--- config.mk ---
export PLATFORM = sky130hd
export DESIGN_NAME = dsp_mac_sequencer
export DESIGN_NICKNAME = d
export VERILOG_FILES = /design/src/rtl/dsp_mac_sequencer.sv
export SDC_FILE = /design/constraint.sdc
export NUM_CORES = 1
export LEC_CHECK = 0
export BUFFER_PORTS_ARGS = -buffer_cell sky130_fd_sc_hd__buf_2
export CAP_MARGIN = 15
export CORE_MARGIN = 5
export CORE_UTILIZATION = 46
export DETAILED_ROUTE_END_ITERATION = 16
export PLACE_DENSITY = 0.77
export SYNTH_ARGS = -nofsm -noshare
export SYNTH_HDL_FRONTEND = slang
export SYNTH_SLANG_ARGS = --single-unit
--- constraint.sdc ---
create_clock -name CLK -period 2.3 [get_ports CLK]
set_clock_uncertainty 0.2 [all_clocks]
set_input_delay 0 -clock CLK [delete_from_list [all_inputs] [get_ports CLK]]
set_output_delay 0 -clock CLK [all_outputs]
set_load 0.01 [all_outputs]
--- src/rtl/dsp_mac_sequencer.sv ---
// Control front end for a DSP48A1 slice. Streams (A, B) operand pairs into the
// slice as an N_TAPS-term multiply-accumulate, waits out the slice pipeline,
// then captures P and offers it on a valid/ready result port.
module dsp_mac_sequencer #(
  parameter int unsigned N_TAPS      = 8,
  parameter int unsigned PIPE_LAT    = 3,
  parameter int unsigned OPMODE_SKEW = 1
) (
  input  logic        CLK,
  input  logic        RST_N,
  input  logic        S_VALID,
  output logic        S_READY,
  input  logic [17:0] S_A,
  input  logic [17:0] S_B,
  output logic        M_VALID,
  input  logic        M_READY,
  output logic [47:0] M_RESULT,
  output logic [17:0] DSP_A,
  output logic [17:0] DSP_B,
  output logic [7:0]  DSP_OPMODE,
  output logic        DSP_CE,
  input  logic [47:0] DSP_P,
  output logic        BUSY
);

  localparam int unsigned TapW = (N_TAPS > 1) ? $clog2(N_TAPS + 1) : 1;
  localparam logic [TapW-1:0] TapLast = TapW'(N_TAPS - 1);
  localparam logic [2:0] DrainLast = 3'(PIPE_LAT);

  // X=M, Z=0 starts a sum; X=M, Z=P accumulates; all-zero flushes the slice.
  localparam logic [7:0] OpFirst = 8'b0000_0001;
  localparam logic [7:0] OpAcc   = 8'b0000_1001;
  localparam logic [7:0] OpZero  = 8'h00;

  typedef enum logic [1:0] {StIdle, StAccum, StDrain, StHold} state_e;

  state_e            state_q, state_d;
  logic [TapW-1:0]   tap_cnt_q, tap_cnt_d;
  logic [2:0]        drain_cnt_q, drain_cnt_d;
  logic [17:0]       a_q, a_d, b_q, b_d;
  logic [7:0]        op_d;
  logic [OPMODE_SKEW:0][7:0] op_pipe_q, op_pipe_d;
  logic              ce_q;
  logic              m_valid_q, m_valid_d;
  logic [47:0]       m_result_q, m_result_d;
  logic              accept;

  // ce_q gates S_READY so nothing is accepted before the slice is enabled.
  assign S_READY    = ce_q & ((state_q == StIdle) | (state_q == StAccum));
  assign accept     = S_VALID & S_READY;
  assign BUSY       = (state_q != StIdle);
  assign DSP_A      = a_q;
  assign DSP_B      = b_q;
  assign DSP_OPMODE = op_pipe_q[OPMODE_SKEW];
  assign DSP_CE     = ce_q;
  assign M_VALID    = m_valid_q;
  assign M_RESULT   = m_result_q;

  // Next-state, operand and opcode selection for the issued term.
  always_comb begin
    state_d     = state_q;
    tap_cnt_d   = tap_cnt_q;
    drain_cnt_d = drain_cnt_q;
    m_valid_d   = m_valid_q;
    m_result_d  = m_result_q;
    a_d         = '0;
    b_d         = '0;
    op_d        = OpZero;
    if (accept) begin
      a_d = S_A;
      b_d = S_B;
    end
    unique case (state_q)
      StIdle: begin
        if (accept) begin
          op_d        = OpFirst;
          tap_cnt_d   = TapW'(1);
          drain_cnt_d = '0;
          state_d     = (N_TAPS == 1) ? StDrain : StAccum;
        end
      end
      StAccum: begin
        op_d = OpAcc;
        if (accept) begin
          tap_cnt_d = tap_cnt_q + TapW'(1);
          if (tap_cnt_q == TapLast) begin
            drain_cnt_d = '0;
            state_d     = StDrain;
          end
        end
      end
      StDrain: begin
        op_d = OpAcc;
        if (drain_cnt_q == DrainLast) begin
          m_result_d = DSP_P;
          m_valid_d  = 1'b1;
          state_d    = StHold;
        end else begin
          drain_cnt_d = drain_cnt_q + 3'd1;
        end
      end
      StHold: begin
        op_d = OpAcc;
        if (m_valid_q && M_READY) begin
          m_valid_d = 1'b0;
          tap_cnt_d = '0;
          state_d   = StIdle;
        end
      end
      default: state_d = StIdle;
    endcase
  end

  // Opcode skew pipe: stage 0 is registered alongside the operands.
  always_comb begin
    op_pipe_d    = op_pipe_q;
    op_pipe_d[0] = op_d;
    for (int unsigned i = 1; i <= OPMODE_SKEW; i++) begin
      op_pipe_d[i] = op_pipe_q[i-1];
    end
  end

  // State and datapath registers.
  always_ff @(posedge CLK or negedge RST_N) begin
    if (!RST_N) begin
      state_q     <= StIdle;
      tap_cnt_q   <= '0;
      drain_cnt_q <= '0;
      a_q         <= '0;
      b_q         <= '0;
      op_pipe_q   <= '0;
      ce_q        <= 1'b0;
      m_valid_q   <= 1'b0;
      m_result_q  <= '0;
    end else begin
      state_q     <= state_d;
      tap_cnt_q   <= tap_cnt_d;
      drain_cnt_q <= drain_cnt_d;
      a_q         <= a_d;
      b_q         <= b_d;
      op_pipe_q   <= op_pipe_d;
      ce_q        <= 1'b1;
      m_valid_q   <= m_valid_d;
      m_result_q  <= m_result_d;
    end
  end

endmodule

======== After elaboration in Yosys (flattened, before gate mapping) ========
Cells that the tools add are included.
word-level totals
  word-level logic and storage cells ...... 60
  ROM bits ................................ 0
  output and inout bits ................... 96
  memory bits (writable) .................. 0
  memories kept ........................... 0
  register bits ........................... 111
  latch bits .............................. 0
operators by class
  multiply operators ...................... 0
  add/sub/neg operators ................... 2
  div/mod/pow operators ................... 0
  reduce and logical (&&, ||, !) cells .... 12
  bitwise logic cells ..................... 3
  equal/unequal tests ..................... 11
  mux-type cells .......................... 22
  magnitude comparators ................... 0
  shifts and indexed selects .............. 0
operator list
  kind                   count
  $mux W18               2
  $pmux W8 S2            1
  $mux W3                4
  $mux W4                3
  $pmux W4 S3            1
  $mux W2                5
  $ne A2 B2 Y1 const B   5
  $reduce_and A5 Y1      2
  $pmux W3 S3            1
  $pmux W2 S4            1
  $reduce_bool A3 Y1     2
  $add A4 B1 Y4 const B  1
  $eq A2 B2 Y1 const B   2
  $eq A4 B3 Y1 const B   1
  $reduce_and A4 Y1      1
  $reduce_bool A2 Y1     2
  $add A3 B1 Y3 const B  1
  $eq A3 B2 Y1 const B   1
  $mux W1                3
  $reduce_and A3 Y1      1
  $reduce_or A3 Y1       1
  $and A1 B1 Y1          2
  $eq A2 B1 Y1 const B   1
  $logic_not A2 Y1       1
  5 further kinds        5

======== Depth between registers and ports, before layout ========
  depth after elaboration ................. 6
  depth in mapped cells ................... 9
  depth with buffers taken out ............ 5

======== Least setup slack after synthesis ========
OpenSTA, ideal clock, no wires.
  path kind ............................... register -> register
  from .................................... register state_q[0]
  to ...................................... register m_result_q[31] (netlist: M_RESULT[31])
  path slack .............................. 354 ps
  clock period less this slack ............ 1946 ps
  path buffers ............................ 4
  arrival time ............................ 1621 ps
  cell stages (with the launch flop) ...... 9
  data required time ...................... 1975 ps
  path through ............................ dfrtp_1 > inv_1 > ha_1 > buf_2 > and2_1 > buf_2 > buf_6 > buf_6 > mux2_4
on the way
  longest elaborated chain between the ends .. 2
ends and longest elaborated chain
  item                                RTL line  source
  start: declaration                  37        state_e state_q, state_d;
  start signal: assignment            126       state_q <= StIdle;
  start signal: assignment            136       state_q <= state_d;
  $eq A2 B2 Y1                        73        unique case (state_q)
  $reduce_and A2 Y1 (no source line)  --
  end signal: assignment              144       m_result_q <= m_result_d;
  end: declaration                    45        logic [47:0] m_result_q, m_result_d;
Every way passes these cells.
A chain may end at the register's enable or synchronous reset.

======== Final worst setup path ========
  from .................................... register state_q[0]
  to ...................................... register b_q[3] (netlist: DSP_B[3])
on the way
  longest elaborated chain between the ends .. 5
ends and longest elaborated chain
  item                                                     RTL line  source
  $eq A2 B1 Y1 / $logic_not A2 Y1 (equally long branches)  49        assign S_READY = ce_q & ((state_q == StIdle) | (state_q == StAccum));
  $or A1 B1 Y1 *                                           49
  $and A1 B1 Y1 *                                          49
  $and A1 B1 Y1 *                                          50        assign accept = S_VALID & S_READY;
  $mux W18 *                                               69        if (accept) begin
  net b_d[3]                                               40        logic [17:0] a_q, a_d, b_q, b_d;
  end signal: assignment                                   130       b_q <= '0;
  end signal: assignment                                   140       b_q <= b_d;
  end: declaration                                         40
The timed path passes the listed nets; every way through them passes the cells marked *.

==> PnR_summary.wiki <==
{| class="wikitable"
! Metric !! Value
|-
| Status || complete, no violations
|-
| Number of warnings issued by yosys || 0
|-
| Count of buffers inserted at the top-level ports || between 150 and 200
|-
| Sequential-to-total area share from yosys stat || 64.2%
|-
| Total number of vias || roughly 3000
|-
| Root Driver || clkbuf_8
|-
| Final critical delay including setup and external delays || 2.08 ns
|-
| Dominant register cell in the synthesized netlist || dfrtp_1
|-
| CTS tree || built
|-
| Buffer and inverter count on the worst path || 1
|-
| Final critical-path setup slack || ~0.22 ns
|-
| Worst min-delay path category || flip-flop to flip-flop
|-
| Post-synthesis xor/xnor area fraction || 0%
|-
| Cell-by-cell trace of the critical path || inv_1 > ha_1 > o211a_1 > and2_1
|-
| Worst slack after detailed placement || between 0.2 and 0.25 ns
|-
| Clock H-tree levels || 3
|-
| Number of antenna violations at the first check in global routing || 0
|-
| Pin count of the biggest net entering global routing || between 50 and 60
|-
| Area delta synth->final || 54.3%
|-
| Layout cells sized above 1 || around 47%
|-
| Final setup vio count || 0
|-
| Static Leak || about 3.2 nW
|-
| Most frequent cell after synthesis || dfrtp_1
|-
| Fill cell count || around 510
|-
| Die X || around 100 um
|-
| Wire length of the first global-routing pass || about 17000 um
|-
| Starting Density || approximately 47%
|-
| Async set or reset register ratio after synthesis || 100%
|-
| Core area || 8180 um^2
|-
| Area fraction of the dominant cell type after synthesis || 64.2%
|-
| Power density cells || a little over 900 nW/um^2
|-
| Internal Pwr Total || approximately 3.7 mW
|-
| Endpoint arrival time on the critical path || between 2 and 2.5 ns
|-
| Fraction of the mapped netlist area in adder cells || 2.60%
|-
| Maximum fanout along the worst path || 37
|-
| DP HPWL || 6310 um
|-
| Synthesized-area fraction occupied by ao, oa, aoi and oai cells || around 5%
|-
| Max-slew headroom at the worst pin || between 40% and 50%
|-
| Fraction of power consumed by the clock network || 19.4%
|-
| Fraction of power spent switching nets || between 30% and 40%
|-
| Routed WL per cell || ~17 um
|-
| Gr usage total || between 20% and 30%
|-
| Number of violations of the max-capacitance limit || 0
|-
| Number of optimization iterations in the first detailed-route pass || 4
|-
| Chip height || a little over 100 um
|-
| Worst-margin pin slew || ~0.8 ns
|-
| Synth unique cells || 37
|-
| Total negative setup slack || 0 ns
|-
| Slack of the worst reg-to-reg path || 0.22 ns
|-
| Number of hold violations in the final report || 0
|-
| Post-synth design cell area || about 3900 um^2
|-
| Launch instance of the worst min-delay path || op_pipe_d[8]
|-
| Total CTS buffers || 9
|-
| Final count of pins violating max slew || 0
|-
| PostCTS Resize Cnt || 0
|-
| Cell count of the worst reg-to-reg path || 4
|-
| Cell at the slowest stage of the critical path || o211a_1
|-
| Number of flops mapped to enable cells by yosys || 0
|-
| Final weighted congestion in routability-driven placement || between 0.7 and 0.8
|-
| Part of the total power dissipated in sequential elements || 44.1%
|-
| Final period util || 90.6%
|-
| Net Sw Power || between 1.5 and 2 mW
|-
| Number of synthesized register bits || 99
|-
| Required arrival time at the worst endpoint || 2.38 ns
|-
| Number of I/O pins || between 150 and 200
|-
| RSZ-0062 raised after global routing || false
|-
| Top Family by Delay on Critical Path || compound AO/OA/AOI/OAI gates
|-
| Total Wirelength || 10700 um
|-
| Final Power || about 5.5 mW
|-
| Clock insertion delay at the later pin of the skew report || ~0.36 ns
|-
| Top area cells in the synthesized netlist || dfrtp_1 (64%), mux2_2 (10%), and2_1 (6.0%)
|-
| Main combinational cell family by area after synthesis || multiplexers
|-
| Post-synthesis cell count || 256
|-
| Number of global-route vias before repair || ~3300
|-
| Post-CTS clock slew at the launch and capture registers of the worst setup and hold paths || 0.10 ns
|-
| Worst IR Drop VDD || approximately 550 uV
|-
| Most frequent cells after synthesis || dfrtp_1 (99), and2_1 (37), mux2_2 (35)
|-
| Endpoint of the worst register-to-register path || DSP_B[3]
|-
| Post-synthesis share of cell area spent on and, or, nand and nor gates || approximately 8.3%
|-
| Number of vias per cell || 4.70
|-
| Post-synth top area cell || dfrtp_1
|-
| DRC violations left || 0
|-
| # rows || 33
|-
| Fraction of synthesized area in multiplexers || around 16%
|-
| Post-synthesis average cell area || roughly 15 um^2
|-
| Kind of start point of the critical path || flip-flop
|-
| Maximum clock path buffer count || 2
|-
| Maximum achievable frequency || roughly 480 MHz
|-
| Hold EP || DSP_OPMODE[0]
|-
| Number of sinks on the clock net || around 100
|-
| Number of violations reported at the end of detailed-routing iteration 0 || 100
|-
| Final antenna-violating net count || 0
|-
| Fin Hold WS || ~0.16 ns
|-
| Highest cell delay on the worst timing path || around 0.7 ns
|-
| Type of the setup path with the least slack || flip-flop to flip-flop
|-
| Cell depth of the worst hold path || 0
|-
| Util after Layout || 72.8%
|-
| Global route total overflow || 0
|-
| Logic gate share of total power || between 30% and 40%
|-
| Area enclosed by the die boundary || just over 10000 um^2
|-
| # diodes || 0
|-
| Number of nets at the end of the flow || ~620
|-
| R2R Path Start || state_q[0]
|-
| Critical path capture point type || flip-flop
|}
==> worst reg2reg max path, delay by kind of cell (launching register included) <==
kind | cells | cell delay [ns]
AOI/OAI and AO/OA | 1 | 0.71
DFF | 1 | 0.42
adders and majority gates | 1 | 0.32
and+or+nand+nor | 1 | 0.25
buffers and inverters | 1 | 0.12
==> logic make-up (layout without fill, tap and decap cells) <==
group,count (synthesis),after routing
fa+ha+maj,8,8
mux,52,52
simple gates,52,52
flops,99,99
compound gates,18,18
buf+inv,25,296
other cells,2,7
==> repair_timing <==
item / CTS / global route
setup buffers: 0 / 0
hold buffers: 90 / 0
endpoints found under the hold margin: 186 / 0
==> area by class of cell <==
class	instances	area, um^2	share of cell area [%]
clock buffers	9	124	2.08
clock inverters	7	67.6	1.14
inverters	8	30.0	0.505
multi-input cells	137	1260	21.2
flip-flops and latches	99	2480	41.6
well taps	105	131	2.21
repair buffers	272	1860	31.3
==> power by group through the flow <==
stage / Sequential (mW) / Clock, mW / Combinational (mW)
CTS: 2.42 / 1.10 / 2.01
detailed placement: 2.46 / 0 / 1.88
global placement: 2.43 / 0 / 1.82
global route: 2.49 / 1.17 / 2.20
floorplan: 2.64 / 0 / 0.957
finish: 2.43 / 1.07 / 2.01
==> registers in the layout, summed over array words and instances, names as in the netlist <==
register and cells:
op_pipe_d 2, DSP_B 18, M_RESULT 48, drain_cnt_q 3, DSP_A 18, DSP_CE 1
M_VALID 1, tap_cnt_q 4, state_q 2, DSP_OPMODE 2
==> worst max path at each step <==
stage | from | end | slack (ns) | depth (start not counted)
finish | state_q[0] | DSP_B[3] | 0.22 | 4
global route | state_q[1] | DSP_B[3] | 0.06 | 4
CTS | state_q[0] | state_q[1] | 0.23 | 5
detailed placement | state_q[0] | DSP_A[2] | 0.23 | 4
global placement | state_q[0] | state_q[1] | 0.33 | 5
floorplan | state_q[0] | M_RESULT[31] | 0.35 | 8
==> per-layer routing <==
| layer | vias up | track usage (%) | share of wire (%) |
|---|---|---|---|
| li1 | 1389 | - | - |
| met1 | 1440 | 23.8 | 37 |
| met2 | 141 | 37.1 | 51 |
| met3 | 22 | 7.71 | 10 |
| met4 | 0 | 7.67 | 2.0 |
| met5 | - | 0 | 0 |
==> stage by stage <==
| step | std cells | instance area, um^2 |
|---|---|---|
| detailed placement | 531 | 4850 |
| global route | 637 | 5950 |
| finish | 637 | 5950 |
| CTS | 637 | 5950 |
| global placement | 531 | 4850 |
| floorplan | 261 | 3870 |
==> cell usage in the layout (no fill, tap or decap), types with 3 or more instances in the layout <==
cell type and n:
clkbuf_8 9, mux2_4 10, dlygate4sd3_1 89, mux2_1 5, ha_1 8, and2_1 36
inv_1 8, inv_6 3, buf_12 3, buf_2 176, conb_1 7, buf_4 4
dfrtp_1 99, a21oi_1 3, mux2_2 35
Power figures use the tool's default switching activity.
